===== config.mk =====
export PLATFORM = sky130hd
export DESIGN_NAME = fifo_wr_ptr_full
export DESIGN_NICKNAME = d
export VERILOG_FILES = /design/src/rtl/fifo_pkg.sv /design/src/rtl/gray_bin_ptr.sv /design/src/rtl/fifo_wr_ptr_full.sv
export SDC_FILE = /design/constraint.sdc
export NUM_CORES = 1
export LEC_CHECK = 0
export CORE_UTILIZATION = 47
export CTS_CLUSTER_DIAMETER = 80
export DETAILED_ROUTE_END_ITERATION = 8
export PLACE_DENSITY = 0.81
export SLEW_MARGIN = 20
export SYNTH_ARGS = -nofsm -noshare
export SYNTH_HDL_FRONTEND = slang
export SYNTH_SLANG_ARGS = --single-unit

===== constraint.sdc =====
create_clock -name CLK -period 6.85 [get_ports CLK]
set_clock_uncertainty 0.15 [all_clocks]
set_input_delay 0.685 -clock CLK [delete_from_list [all_inputs] [get_ports CLK]]
set_output_delay 0.685 -clock CLK [all_outputs]
set_load 0.05 [all_outputs]

===== src/rtl/fifo_pkg.sv =====
// fifo_pkg: shared pointer helpers for the async FIFO read/write controllers
// Contents:
//   ptr_t        wide pointer carrier; callers zero-extend into it and truncate back
//   bin2gray     binary -> reflected Gray code
//   gray2bin     Gray -> binary, XOR prefix from the MSB down
//   ADDR_SIZE    RAM address width for the default 8-entry FIFO
package fifo_pkg;
    localparam int PTR_W = 32;
    localparam int DEF_MEM_DEPTH = 8;
    localparam int DEF_PTR_SIZE = $clog2(DEF_MEM_DEPTH) + 1;
    localparam int ADDR_SIZE = DEF_PTR_SIZE - 1;

    typedef logic [PTR_W-1:0] ptr_t;

    function automatic ptr_t bin2gray(input ptr_t bin);
        return bin ^ (bin >> 1);
    endfunction

    // Zero upper bits stay zero through the prefix, so narrow pointers convert correctly.
    function automatic ptr_t gray2bin(input ptr_t gray);
        ptr_t bin;
        bin[PTR_W-1] = gray[PTR_W-1];
        for (int i = PTR_W - 2; i >= 0; i--) bin[i] = bin[i+1] ^ gray[i];
        return bin;
    endfunction
endpackage


===== src/rtl/gray_bin_ptr.sv =====
// gray_bin_ptr: registered binary + Gray pointer pair with increment enable
// Ports:
//   clk, rst_n   clock, asynchronous active-low reset
//   inc          advance the pointer at this edge
//   addr         low W-1 bits of the registered binary pointer (RAM address)
//   gray         registered Gray pointer; one bit changes per edge, safe to synchronize
//   bin_nxt      binary value the pointer takes at the next edge
//   gray_nxt     Gray value the pointer takes at the next edge
module gray_bin_ptr
    import fifo_pkg::*;
#(
    parameter int W = 4
) (
    input  logic         clk,
    input  logic         rst_n,
    input  logic         inc,
    output logic [W-2:0] addr,
    output logic [W-1:0] gray,
    output logic [W-1:0] bin_nxt,
    output logic [W-1:0] gray_nxt
);
    logic [W-1:0] bin;

    assign addr     = bin[W-2:0];
    assign bin_nxt  = bin + W'(inc);
    assign gray_nxt = W'(bin2gray(ptr_t'(bin_nxt)));

    always_ff @(posedge clk or negedge rst_n) begin
        if (!rst_n) begin
            bin  <= '0;
            gray <= '0;
        end else begin
            bin  <= bin_nxt;
            gray <= gray_nxt;
        end
    end
endmodule


===== src/rtl/fifo_wr_ptr_full.sv =====
// fifo_wr_ptr_full: write-side pointer, full/almost-full and fill level for the async FIFO
// Ports:
//   CLK, RST      write clock, asynchronous active-low reset
//   W_INC         write request
//   RD_PTR_SYNC   Gray read pointer already synchronized into CLK
//   CLR_OVF       clears OVERFLOW (a simultaneous overflow still sets it)
//   W_EN          RAM write enable, W_INC & ~FULL
//   W_ADDR        RAM write address
//   WR_PTR        registered Gray write pointer toward the synchronizer
//   FULL          registered full flag
//   ALMOST_FULL   registered, FILL_LEVEL >= AFULL_THRESH
//   FILL_LEVEL    registered occupancy 0..MEM_DEPTH as seen from the write side
//   OVERFLOW      sticky, write attempted while FULL
module fifo_wr_ptr_full
    import fifo_pkg::*;
#(
    parameter int MEM_DEPTH    = 8,
    parameter int PTR_SIZE     = $clog2(MEM_DEPTH) + 1,
    parameter int AFULL_THRESH = MEM_DEPTH - 2
) (
    input  logic                CLK,
    input  logic                RST,
    input  logic                W_INC,
    input  logic [PTR_SIZE-1:0] RD_PTR_SYNC,
    input  logic                CLR_OVF,
    output logic                W_EN,
    output logic [PTR_SIZE-2:0] W_ADDR,
    output logic [PTR_SIZE-1:0] WR_PTR,
    output logic                FULL,
    output logic                ALMOST_FULL,
    output logic [PTR_SIZE-1:0] FILL_LEVEL,
    output logic                OVERFLOW
);
    logic [PTR_SIZE-1:0] wbin_nxt;
    logic [PTR_SIZE-1:0] gray_nxt;
    logic [PTR_SIZE-1:0] rd_full;
    logic [PTR_SIZE-1:0] rbin;
    logic [PTR_SIZE-1:0] level_nxt;

    assign W_EN = W_INC & ~FULL;

    gray_bin_ptr #(.W(PTR_SIZE)) u_ptr (
        .clk      (CLK),
        .rst_n    (RST),
        .inc      (W_EN),
        .addr     (W_ADDR),
        .gray     (WR_PTR),
        .bin_nxt  (wbin_nxt),
        .gray_nxt (gray_nxt)
    );

    // In Gray code, "one lap ahead" of the read pointer means the top two bits inverted.
    assign rd_full   = {~RD_PTR_SYNC[PTR_SIZE-1 -: 2], RD_PTR_SYNC[PTR_SIZE-3:0]};
    assign rbin      = PTR_SIZE'(gray2bin(ptr_t'(RD_PTR_SYNC)));
    assign level_nxt = wbin_nxt - rbin;

    // Flags use the next pointer so they assert on the edge that accepts the filling write.
    always_ff @(posedge CLK or negedge RST) begin
        if (!RST) begin
            FULL        <= 1'b0;
            ALMOST_FULL <= 1'b0;
            FILL_LEVEL  <= '0;
            OVERFLOW    <= 1'b0;
        end else begin
            FULL        <= gray_nxt == rd_full;
            ALMOST_FULL <= level_nxt >= PTR_SIZE'(AFULL_THRESH);
            FILL_LEVEL  <= level_nxt;
            OVERFLOW    <= (W_INC & FULL) | (OVERFLOW & ~CLR_OVF);
        end
    end
endmodule


Yosys cells after proc, flatten, opt, wreduce, memory -nomap -nowiden
Index checks and enable logic that the tools add are counted.
- bits in registers: 15
- output and inout bits: 15
- logic and storage cells: 21
- add/subtract/negate cells: 2
- magnitude comparators: 1
- equal/unequal tests: 1
- bitwise logic cells: 11
- operators by type and width (cell ; count):
    adder 4 x 1 -> 4 bit ; 1
    equality test 4 bit ; 1
    greater-or-equal comparator 4 x 3 -> 1 bit, second input constant ; 1
    subtractor 4 bit ; 1
    bitwise XOR 4 x 3 -> 4 bit ; 1
    AND 1 bit ; 3
    bitwise XOR 1 bit ; 3
    inverter 1 bit ; 2
    inverter 2 bit ; 1
    bitwise OR 1 bit ; 1

Longest topological paths before layout
Gate-level depths: netlist of run 1.
- depth after elaboration: 5
- gate-level depth with buffers: 9

Hierarchy
A second synthesis of run 1 with hierarchy kept.
- cells, all modules: 53
- area total of the unflattened synthesis: 675.6 um^2
- modules (own cells, without submodules) (module ; instances ; cells each ; area an instance (um^2) ; sequential area each (um^2)):
    fifo_wr_ptr_full ; 1 ; 35 ; 399.1 ; 175.2
    gray_bin_ptr ; 1 ; 18 ; 276.5 ; 175.2

Worst setup path before layout of run 1
OpenSTA, ideal clock, no wires.
- path kind: input to register
- from: in W_INC
- to: reg ALMOST_FULL
- data arrival time: 3037 ps
- path slack: 3530 ps
- cell stages on the path: 9
- path buffers: 0
- cell sequence: nor2b_1 ha_1 ha_1 inv_1 fa_1 inv_1 and3_1 a31oi_1 o211ai_1
- word-level cells in the longest chain between the ends: 4
- RTL lines (item ; RTL line ; text):
    start: declaration ; fifo_wr_ptr_full.sv:23 ; input logic W_INC,
    AND 1 bit ; fifo_wr_ptr_full.sv:40 ; assign W_EN = W_INC & ~FULL;
    adder 4 x 1 -> 4 bit ; gray_bin_ptr.sv:25 ; assign bin_nxt = bin + W'(inc);
    named net u_ptr.bin_nxt[1] ; gray_bin_ptr.sv:19 ; output logic [W-1:0] bin_nxt,
    subtractor 4 bit ; fifo_wr_ptr_full.sv:55 ; assign level_nxt = wbin_nxt - rbin;
    named net level_nxt[1] ; fifo_wr_ptr_full.sv:38 ; logic [PTR_SIZE-1:0] level_nxt;
    greater-or-equal comparator 4 x 3 -> 1 bit ; fifo_wr_ptr_full.sv:66 ; ALMOST_FULL <= level_nxt >= PTR_SIZE'(AFULL_THRESH);
    end signal: assignment ; fifo_wr_ptr_full.sv:66 ;
    end: declaration ; fifo_wr_ptr_full.sv:30 ; output logic ALMOST_FULL,
The timed path passes the listed nets, and every way through them passes these cells.

Final worst setup path of run 1
- from: in RD_PTR_SYNC[3]
- to: reg ALMOST_FULL
- word-level cells in the longest chain between the ends: 5
- RTL lines (item ; RTL line ; text):
    start: declaration ; fifo_wr_ptr_full.sv:24 ; input logic [PTR_SIZE-1:0] RD_PTR_SYNC,
    bitwise XOR 1 bit * (2 in series) ; fifo_pkg.sv:23 ; for (int i = PTR_W - 2; i >= 0; i--) bin[i] = bin[i+1] ^ gray[i];
    bitwise XOR 1 bit ; fifo_pkg.sv:23 ;
    subtractor 4 bit * ; fifo_wr_ptr_full.sv:55 ;
    named net level_nxt[1] ; fifo_wr_ptr_full.sv:38 ;
    greater-or-equal comparator 4 x 3 -> 1 bit * ; fifo_wr_ptr_full.sv:66 ;
Mark *: on every way through the listed nets, which the timed path passes. The rest lies on a longest branch.

==> results_dict.tcl, run 1 <==
set metrics [dict create \
    outcome "complete, no violations" \
    clk_path_buf_depth 2 \
    relSlewSlack 0.603 \
    rrSetupSlack_ps 4360 \
    grt_pass1_wl_microns 2070 \
    worstSetupEndpointType "flop" \
    fin_crit_sh 0.451 \
    hp-class "reg -> reg" \
    grt_max_degree 15 \
    hold-path-endpoint "OVERFLOW" \
    wl_per_cell_microns 12.6 \
    tightest_slew_ps 594 \
    fmax_mhz 323 \
    route.detailed.drc 0 \
    setup-violations-final 0 \
    drtAntennaViolNets 0 \
    required_ps 6850 \
    cts_resized 0 \
    hold_start "FULL" \
    synthSimpleGateAreaFrac 0.0451 \
    yosys.area_share.adder 0.115 \
    rsz0062_at_grt "no" \
    vias_per_cell 5.02 \
    die_h_microns 41.2 \
    synthCells 60 \
    synth_warnings 0 \
    synth_fp_nets 74 \
    post_cts_hold_buffer_count 0 \
    antenna_found_initial 0 \
    hold_viol 0 \
    clock-sinks 14 \
    crit_type "in -> reg" \
    cts_made_buffers 3 \
    grt_pass1_vias 489 \
    layout-drive-gt1-share 0.0588 \
    synthXorXnorAreaFrac 0.205 \
    clock_tree.root_cell "clkbuf_4" \
    dp_cells 97 \
    drt_iter0_drc 3 \
    seqCellArea_sq_um 350 \
    n_fill_cell 104 \
    drv_cap 0 \
    core-area_sq_um 1370 \
    syn_to_final_growth_pct 36.3 \
    cts.clk_slew.worst_paths_ps 70 \
    ys_types 22 \
    synth_area_sq_um 721 \
    cp_common_cell "xnor2_1" \
    hold_path_depth 2 \
    hpwl_microns 1050 \
    cp_slowest_cell "fa_1" \
    ys_ff_latch 14 \
    placement_rows 13 \
    dr.pass1.iters 4 \
    cp_slowest_stage_delay_ps 510 \
    diodes 0 \
    place_congestion 0.720 \
    dieWidth_microns 41.2 \
    start_util 0.527 \
    ys_seq_area_frac 0.486 \
    cts_max_level 1 \
    reg2regPathDepth 9 \
    rr_endpoint "ALMOST_FULL" \
    cts_tree "built" \
    slew_violations 0 \
    cts_setup_buffers 0 \
    synth_top_family_by_area "XOR/XNOR gates" \
    crit_chain "clkdlybuf4s50_1, xnor2_1, xor2_1, xnor2_1, ha_1, fa_1, inv_1, and3_1, a31oi_1, o211ai_1" \
    routed_wl_microns 1260 \
    die_area_sq_um 1690 \
    clk-insertion-delay-late_ps 270 \
    vias 502 \
    rr_startpoint "FULL" \
    multi_input_area_sq_um 340 \
    fin_setup_tns_ps 0 \
    grtUsageTotal 0.200 \
    fin_crit_ps 3090 \
    fin_area_sq_um 982 \
    cp-start-kind "primary input" \
    overflow 0 \
    avgSynthCellArea_sq_um 12.0 \
    crit_arrival_ps 3090 \
    portBuffers 22 \
    worstPathMaxFanout 3 \
    synthMuxAreaShare 0.0139 \
    nNetsFinal 101 \
    ioPinCount 23 \
    place_area_sq_um 960 \
    final_cells 100 \
    synth-compound-area-share 0.0938 \
]
[metal layers]
metal / vias to the layer above / wire (microns) / track usage / part of all wire
li1: 248 / - / - / -
met1: 241 / 577 / 0.246 / 0.46
met2: 11 / 629 / 0.305 / 0.50
met3: 2 / 35 / 0.0217 / 0.028
met4: 0 / 19 / 0.177 / 0.015
met5: - / 0 / 0 / 0
[final cells by class]
type,instances,area share
sequential,14,0.357
timing repair buffer,22,0.224
tap,15,0.0191
multi-input combinational,38,0.346
clock buffer,3,0.0229
inverter,8,0.0306
[logic make-up (layout without fill, tap and decap cells)]
group | after synthesis | count (layout)
AO/OA/AOI/OAI | 9 | 9
XOR/XNOR | 16 | 16
adder cells (fa/ha/maj) | 6 | 6
buffers and inverters | 8 | 33
flip-flops | 14 | 14
multiplexers | 1 | 1
AND/OR/NAND/NOR | 6 | 6
[critical path: cells and delay by family]
kind	cells	cell delay, ps
adder cells (fa/ha/maj)	2	730
AO/OA/AOI/OAI	2	230
AND/OR/NAND/NOR	1	180
XOR/XNOR	3	740
buffers and inverters	2	510
[sequential cells by signal, indices dropped and copies added, names as in the netlist]
name         count
ALMOST_FULL      1
FULL             1
FILL_LEVEL       4
u_ptr.bin        4
u_ptr.gray       3
OVERFLOW         1
[cell usage after synthesis]
master	instances	area (sq um)
o21ai_0	1	5.00
xnor2_1	10	87.6
nand3_1	2	10.0
a21boi_0	1	7.51
a21o_1	1	7.51
dfrtp_1	14	350
nor2b_1	1	6.26
xor2_2	1	16.3
a31oi_1	1	6.26
nand2_1	1	3.75
xor2_1	5	43.8
fa_1	1	20.0
and3_1	1	6.26
a211oi_1	1	7.51
inv_1	8	30.0
o22a_1	1	8.76
mux2i_1	1	10.0
ha_1	5	62.6
o211ai_1	1	7.51
a211oi_2	1	12.5
or3_1	1	6.26
a21oi_1	1	5.00
[how the worst max path moves through the flow]
stage / startpoint / to / slack [ps]
floorplan: W_INC / ALMOST_FULL / 3530
global placement: RD_PTR_SYNC[3] / ALMOST_FULL / 3580
detailed placement: RD_PTR_SYNC[3] / ALMOST_FULL / 3490
CTS: RD_PTR_SYNC[3] / ALMOST_FULL / 3760
global route: RD_PTR_SYNC[3] / ALMOST_FULL / 3560
finish: RD_PTR_SYNC[3] / ALMOST_FULL / 3760
[through the flow]
stage	util	hold WS [ps]	setup WS [ps]
2_1_floorplan	-	239	3530
3_3_place_gp	0.702	347	3580
3_5_place_dp	0.702	344	3490
6_report	0.719	361	3760
5_1_grt	0.719	424	3560
4_1_cts	0.719	363	3760
[layout by cell type, fill, tap and decap left out, drive strengths merged]
cell           Yosys  layout
a31oi              1       1
a21oi              1       1
o211ai             1       1
or3                1       1
clkbuf             0       3
a211oi             2       2
nand2              1       1
a21o               1       1
a21boi             1       1
mux2i              1       1
inv                8       8
and3               1       1
clkdlybuf4s50      0      22
o21ai              1       1
nor2b              1       1
dfrtp             14      14
xnor2             10      10
nand3              2       2
fa                 1       1
ha                 5       5
o22a               1       1
xor2               6       6
Power of run 1 is not shown: default switching activity piles up to over one toggle a cycle in this logic, so the estimate is an artifact.
==> run 2, diff against run 1 <==
--- a/config.mk
+++ b/config.mk
@@ -5,10 +5,10 @@
 export SDC_FILE = /design/constraint.sdc
 export NUM_CORES = 1
 export LEC_CHECK = 0
-export CORE_UTILIZATION = 47
+export CORE_UTILIZATION = 44
 export CTS_CLUSTER_DIAMETER = 80
 export DETAILED_ROUTE_END_ITERATION = 8
-export PLACE_DENSITY = 0.81
+export PLACE_DENSITY = 0.77
 export SLEW_MARGIN = 20
 export SYNTH_ARGS = -nofsm -noshare
 export SYNTH_HDL_FRONTEND = slang
==> constraint.sdc (replaced) <==
create_clock -name CLK -period 2.85 [get_ports CLK]
set_clock_uncertainty 0.15 [all_clocks]
set_input_delay 0.285 -clock CLK [delete_from_list [all_inputs] [get_ports CLK]]
set_output_delay 0.285 -clock CLK [all_outputs]
set_load 0.05 [all_outputs]
==> run 2 against run 1 <==
Sequential cell count unchanged. Via count up 4.8%. Utilization down 4.4 points. Die area up 6.5%. Final cell count up 6.0%. Sequential share of layout area down 1.6 points. Register-to-register slack worse by 4000 ps. Count of clock-buffer cells in the layout unchanged.
==> results_dict.tcl, run 2 (same netlist as run 1, synthesis figures left out) <==
set metrics [dict create \
    final_cells 106 \
    syn_to_final_growth_pct 42.7 \
    crit_chain "clkdlybuf4s50_1, xnor2_1, xor2_1, xnor2_1, ha_1, fa_1, inv_1, and3_1, a31oi_1, o211ai_1" \
    grtUsageTotal 0.187 \
    layout-drive-gt1-share 0.122 \
    cts_setup_buffers 0 \
    antenna_found_initial 0 \
    clk_path_buf_depth 2 \
    hpwl_microns 1070 \
    grt_max_degree 15 \
    start_util 0.473 \
    die_area_sq_um 1800 \
    required_ps 2840 \
    reg_top3 "FILL_LEVEL: 4 flops, u_ptr.bin: 4 flops, u_ptr.gray: 3 flops" \
    grt_pass1_vias 546 \
    clock-sinks 14 \
    fin_setup_tns_ps 0 \
    clock_tree.root_cell "clkbuf_4" \
    cts.clk_slew.worst_paths_ps 80 \
    routed_wl_microns 1380 \
    cts_resized 0 \
    crit_arrival_ps 2590 \
    cp_num_buf_inv 2 \
    cp_slowest_cell "fa_1" \
    dp_cells 103 \
    mostFrequentLayoutCells "22 x clkdlybuf4s50_1, 14 x dfrtp_1, 10 x xnor2_1, 8 x inv_1" \
    cp-start-kind "primary input" \
    wl_per_cell_microns 13.0 \
    cts_max_level 1 \
    vias 526 \
    outcome "complete, no violations" \
    crit_type "in -> reg" \
    cp_common_cell "xnor2_1" \
    vias_per_cell 4.96 \
    portBuffers 22 \
    fin_crit_sh 0.911 \
    cts_tree "built" \
    place_congestion 0.795 \
    overflow 0 \
    route.detailed.drc 0 \
    fmax_mhz 385 \
    rsz0062_at_grt "no" \
    cts_made_buffers 3 \
    post_cts_hold_buffer_count 0 \
    worstSetupEndpointType "flop" \
    drtAntennaViolNets 0 \
    dr.pass1.iters 4 \
    ioPinCount 23 \
    grt_pass1_wl_microns 2440 \
    layout_commonest_cell "clkdlybuf4s50_1" \
    tightest_slew_ps 623 \
    clk-insertion-delay-late_ps 270 \
    die_h_microns 42.5 \
    hold_viol 0 \
    diodes 0 \
    fin_crit_ps 2600 \
    core-area_sq_um 1520 \
    setup-violations-final 0 \
    cp_slowest_stage_delay_ps 510 \
    nNetsFinal 106 \
    drt_iter0_drc 5 \
    drv_cap 0 \
    crit_family "adder cells" \
    relSlewSlack 0.583 \
    slew_violations 0 \
    placement_rows 14 \
    worstPathMaxFanout 2 \
    hp-class "in -> async" \
    dieWidth_microns 42.5 \
]
run 2: routing by layer:
layer / global-route usage / routed length (microns)
met2: 0.314 / 730
met1: 0.225 / 577
met3: 0.0259 / 47
met5: 0 / 0
met4: 0.113 / 28
run 2: worst reg2reg max path: cells and delay by family (launching register included):
| family | cells | cell delay, ps |
|---|---|---|
| adder cells (fa/ha/maj) | 3 | 1080 |
| flip-flops | 1 | 420 |
| AO/OA/AOI/OAI | 2 | 300 |
| AND/OR/NAND/NOR | 2 | 240 |
| buffers and inverters | 2 | 130 |
run 2: final cells by class:
type / instances / area (sq um)
flip-flops and latches: 14 / 350
inverters: 8 / 30.0
well taps: 16 / 20.0
fillers: 121 / 495
clock buffers: 3 / 22.5
repair buffers: 27 / 258
multi-input cells: 38 / 348
run 2: final timing paths:
path                            cells after the start            from  slack, ps       endpoint
worst max-delay path                               10  RD_PTR_SYNC[3]        250    ALMOST_FULL
worst min-delay path                                1             RST        250       OVERFLOW
worst max register to register                      9            FULL        400    ALMOST_FULL
worst min register to register                      2        OVERFLOW        380       OVERFLOW
max in group asynchronous                           1             RST       1900  FILL_LEVEL[1]
min in group CLK                                    2        OVERFLOW        380       OVERFLOW
run 2: through the flow:
stage | hold slack [ps] | instance area [sq um] | worst slack [ps] | utilization
after detailed placement | 373 | 1010 | 20.3 | 0.660
after CTS | 270 | 1030 | 234 | 0.675
after global routing | 296 | 1030 | 120 | 0.675
after floorplan | -161 | 728 | 50.1 | -
after global placement | 372 | 1010 | 78.8 | 0.660
final | 248 | 1030 | 255 | 0.675
Power of run 2 is left out for the same reason.
==> run 3, diff against run 2 <==
==> constraint.sdc (replaced) <==
create_clock -name CLK -period 2.6 [get_ports CLK]
set_clock_uncertainty 0.15 [all_clocks]
set_input_delay 0.26 -clock CLK [delete_from_list [all_inputs] [get_ports CLK]]
set_output_delay 0.26 -clock CLK [all_outputs]
set_load 0.05 [all_outputs]
==> run 3 against run 2 <==
Sequential share of layout area shrank 2.1 points. Count of clock-buffer cells in the layout grew 1. Sequential cell count is the same. Final cell count grew 3.8%. Via count shrank 0.95%. Worst hold slack lost 39 ps. Cell area grew 7.1%. Die area is the same. Global-route usage shrank 2.3 points. Critical path depth is the same. Register-to-register slack lost 50 ps. Worst setup slack gained 2.8 ps. Largest cell class is now multi-input gates. Highest routed layer unchanged.
==> results_dict.tcl, run 3 (same netlist as run 1, synthesis figures left out) <==
set metrics [dict create \
    rsz0062_at_grt "no" \
    crit_type "in -> reg" \
    n_fill_cell 107 \
    relSlewSlack 0.605 \
    overflow 0 \
    outcome "complete, no violations" \
    clock-sinks 14 \
    ioPinCount 23 \
    tightest_slew_ps 591 \
    hp-class "in -> async" \
    grtUsageTotal 0.164 \
    clock_tree.root_cell "clkbuf_4" \
    dr.pass1.iters 4 \
    setup-violations-final 0 \
    dp_cells 106 \
    layout_commonest_cell "clkdlybuf4s50_1" \
    antenna_found_initial 0 \
    hpwl_microns 1040 \
    die_h_microns 42.5 \
    route.detailed.drc 0 \
    dr_wl_met3_microns 36 \
    cp-start-kind "primary input" \
    hold_viol 0 \
    m1WireLength_microns 544 \
    reg_top3 "FILL_LEVEL: 4 flops, u_ptr.bin: 4 flops, u_ptr.gray: 3 flops" \
    top_layer_used "met4" \
    wl_met2_microns 666 \
    required_ps 2590 \
    dpl_worst_slack_ps -274 \
    placement_rows 14 \
    drv_cap 0 \
    fin_area_sq_um 1100 \
    cts_setup_buffers 0 \
    vias_per_cell 4.74 \
    worstPathMaxFanout 3 \
    syn_to_final_growth_pct 52.8 \
    setup_slack_ps 257 \
    cts_max_level 1 \
    grt_pass1_wl_microns 2190 \
    fin_crit_ps 2340 \
    die_area_sq_um 1800 \
    grt_pass1_vias 485 \
    final_cells 110 \
    place_congestion 0.697 \
    diodes 0 \
    clk_path_buf_depth 2 \
    layout-drive-gt1-share 0.202 \
    clk-insertion-delay-late_ps 270 \
    drt_iter0_drc 4 \
    crit_arrival_ps 2330 \
    wl_per_cell_microns 11.4 \
    fmax_mhz 427 \
    cts_made_buffers 3 \
    fin_crit_sh 0.901 \
    drtAntennaViolNets 0 \
    grt_max_degree 15 \
    vias 521 \
    core-area_sq_um 1520 \
    portBuffers 22 \
    dieWidth_microns 42.5 \
    start_util 0.473 \
    cts.clk_slew.worst_paths_ps 80 \
    slew_violations 0 \
    cts_tree "built" \
    nNetsFinal 109 \
    place_area_sq_um 1050 \
    worstSetupEndpointType "flop" \
    mostFrequentLayoutCells "20 x clkdlybuf4s50_1, 13 x dfrtp_1, 9 x xnor2_1, 8 x inv_1, 8 x buf_4" \
    routed_wl_microns 1250 \
]
[run 3: changes by cell type in the layout (fill, tap and decap cells not counted), moves of 2 or more]
cell	previous run	this run
ha_1	5	3
dlymetal6s2s_1	0	2
buf_4	5	8
clkdlybuf4s50_1	22	20
ha_4	0	2
[run 3: layer usage]
metal	GRT usage	vias to the layer above
met5	0	-
met4	0.0563	0
met3	0.0259	2
met2	0.271	10
met1	0.218	245
li1	-	264
[run 3: layout make-up]
cell class | instances | area [sq um] | area share
inverters | 8 | 30.0 | 0.0273
multi-input cells | 38 | 388 | 0.352
well taps | 16 | 20.0 | 0.0182
clock buffers | 4 | 26.3 | 0.0239
repair buffers | 30 | 285 | 0.259
flip-flops and latches | 14 | 352 | 0.319
[run 3: critical path, cell delays in order]
cell and delay, ps:
clkdlybuf4s50_1 420, nor2b_4 140, ha_4 170, ha_4 260
inv_1 60, fa_1 560, inv_1 50, and3_1 170
a31oi_1 140, o211ai_1 110
[run 3: path summary, 6_finish.rpt]
check                               start     endpoint  slack [ps]  cells after the start
max in group asynchronous             RST         FULL        1670                      1
max reg2reg                          FULL  ALMOST_FULL         350                      9
max                                 W_INC  ALMOST_FULL         260                     10
min reg2reg                      OVERFLOW     OVERFLOW         390                      2
min                                   RST     OVERFLOW         210                      1
min in group CLK           RD_PTR_SYNC[2]         FULL         250                      3
[run 3: per-stage QoR]
step | hold WS, ps | util | TNS [ps]
final | 209 | 0.722 | 0
after global routing | 255 | 0.722 | 0
after CTS | 241 | 0.714 | 0
after detailed placement | 379 | 0.692 | -274
after global placement | 372 | 0.692 | -191
after floorplan | -186 | - | 0
[run 3: repair_timing]
item                                   CTS  global route
setup endpoints to repair                1             1
cloned                                   0             0
pin swaps                                0             2
endpoints found under the hold margin    0             0
resized for setup                        1             3
hold buffers                             0             0
Power of run 3 is left out for the same reason.
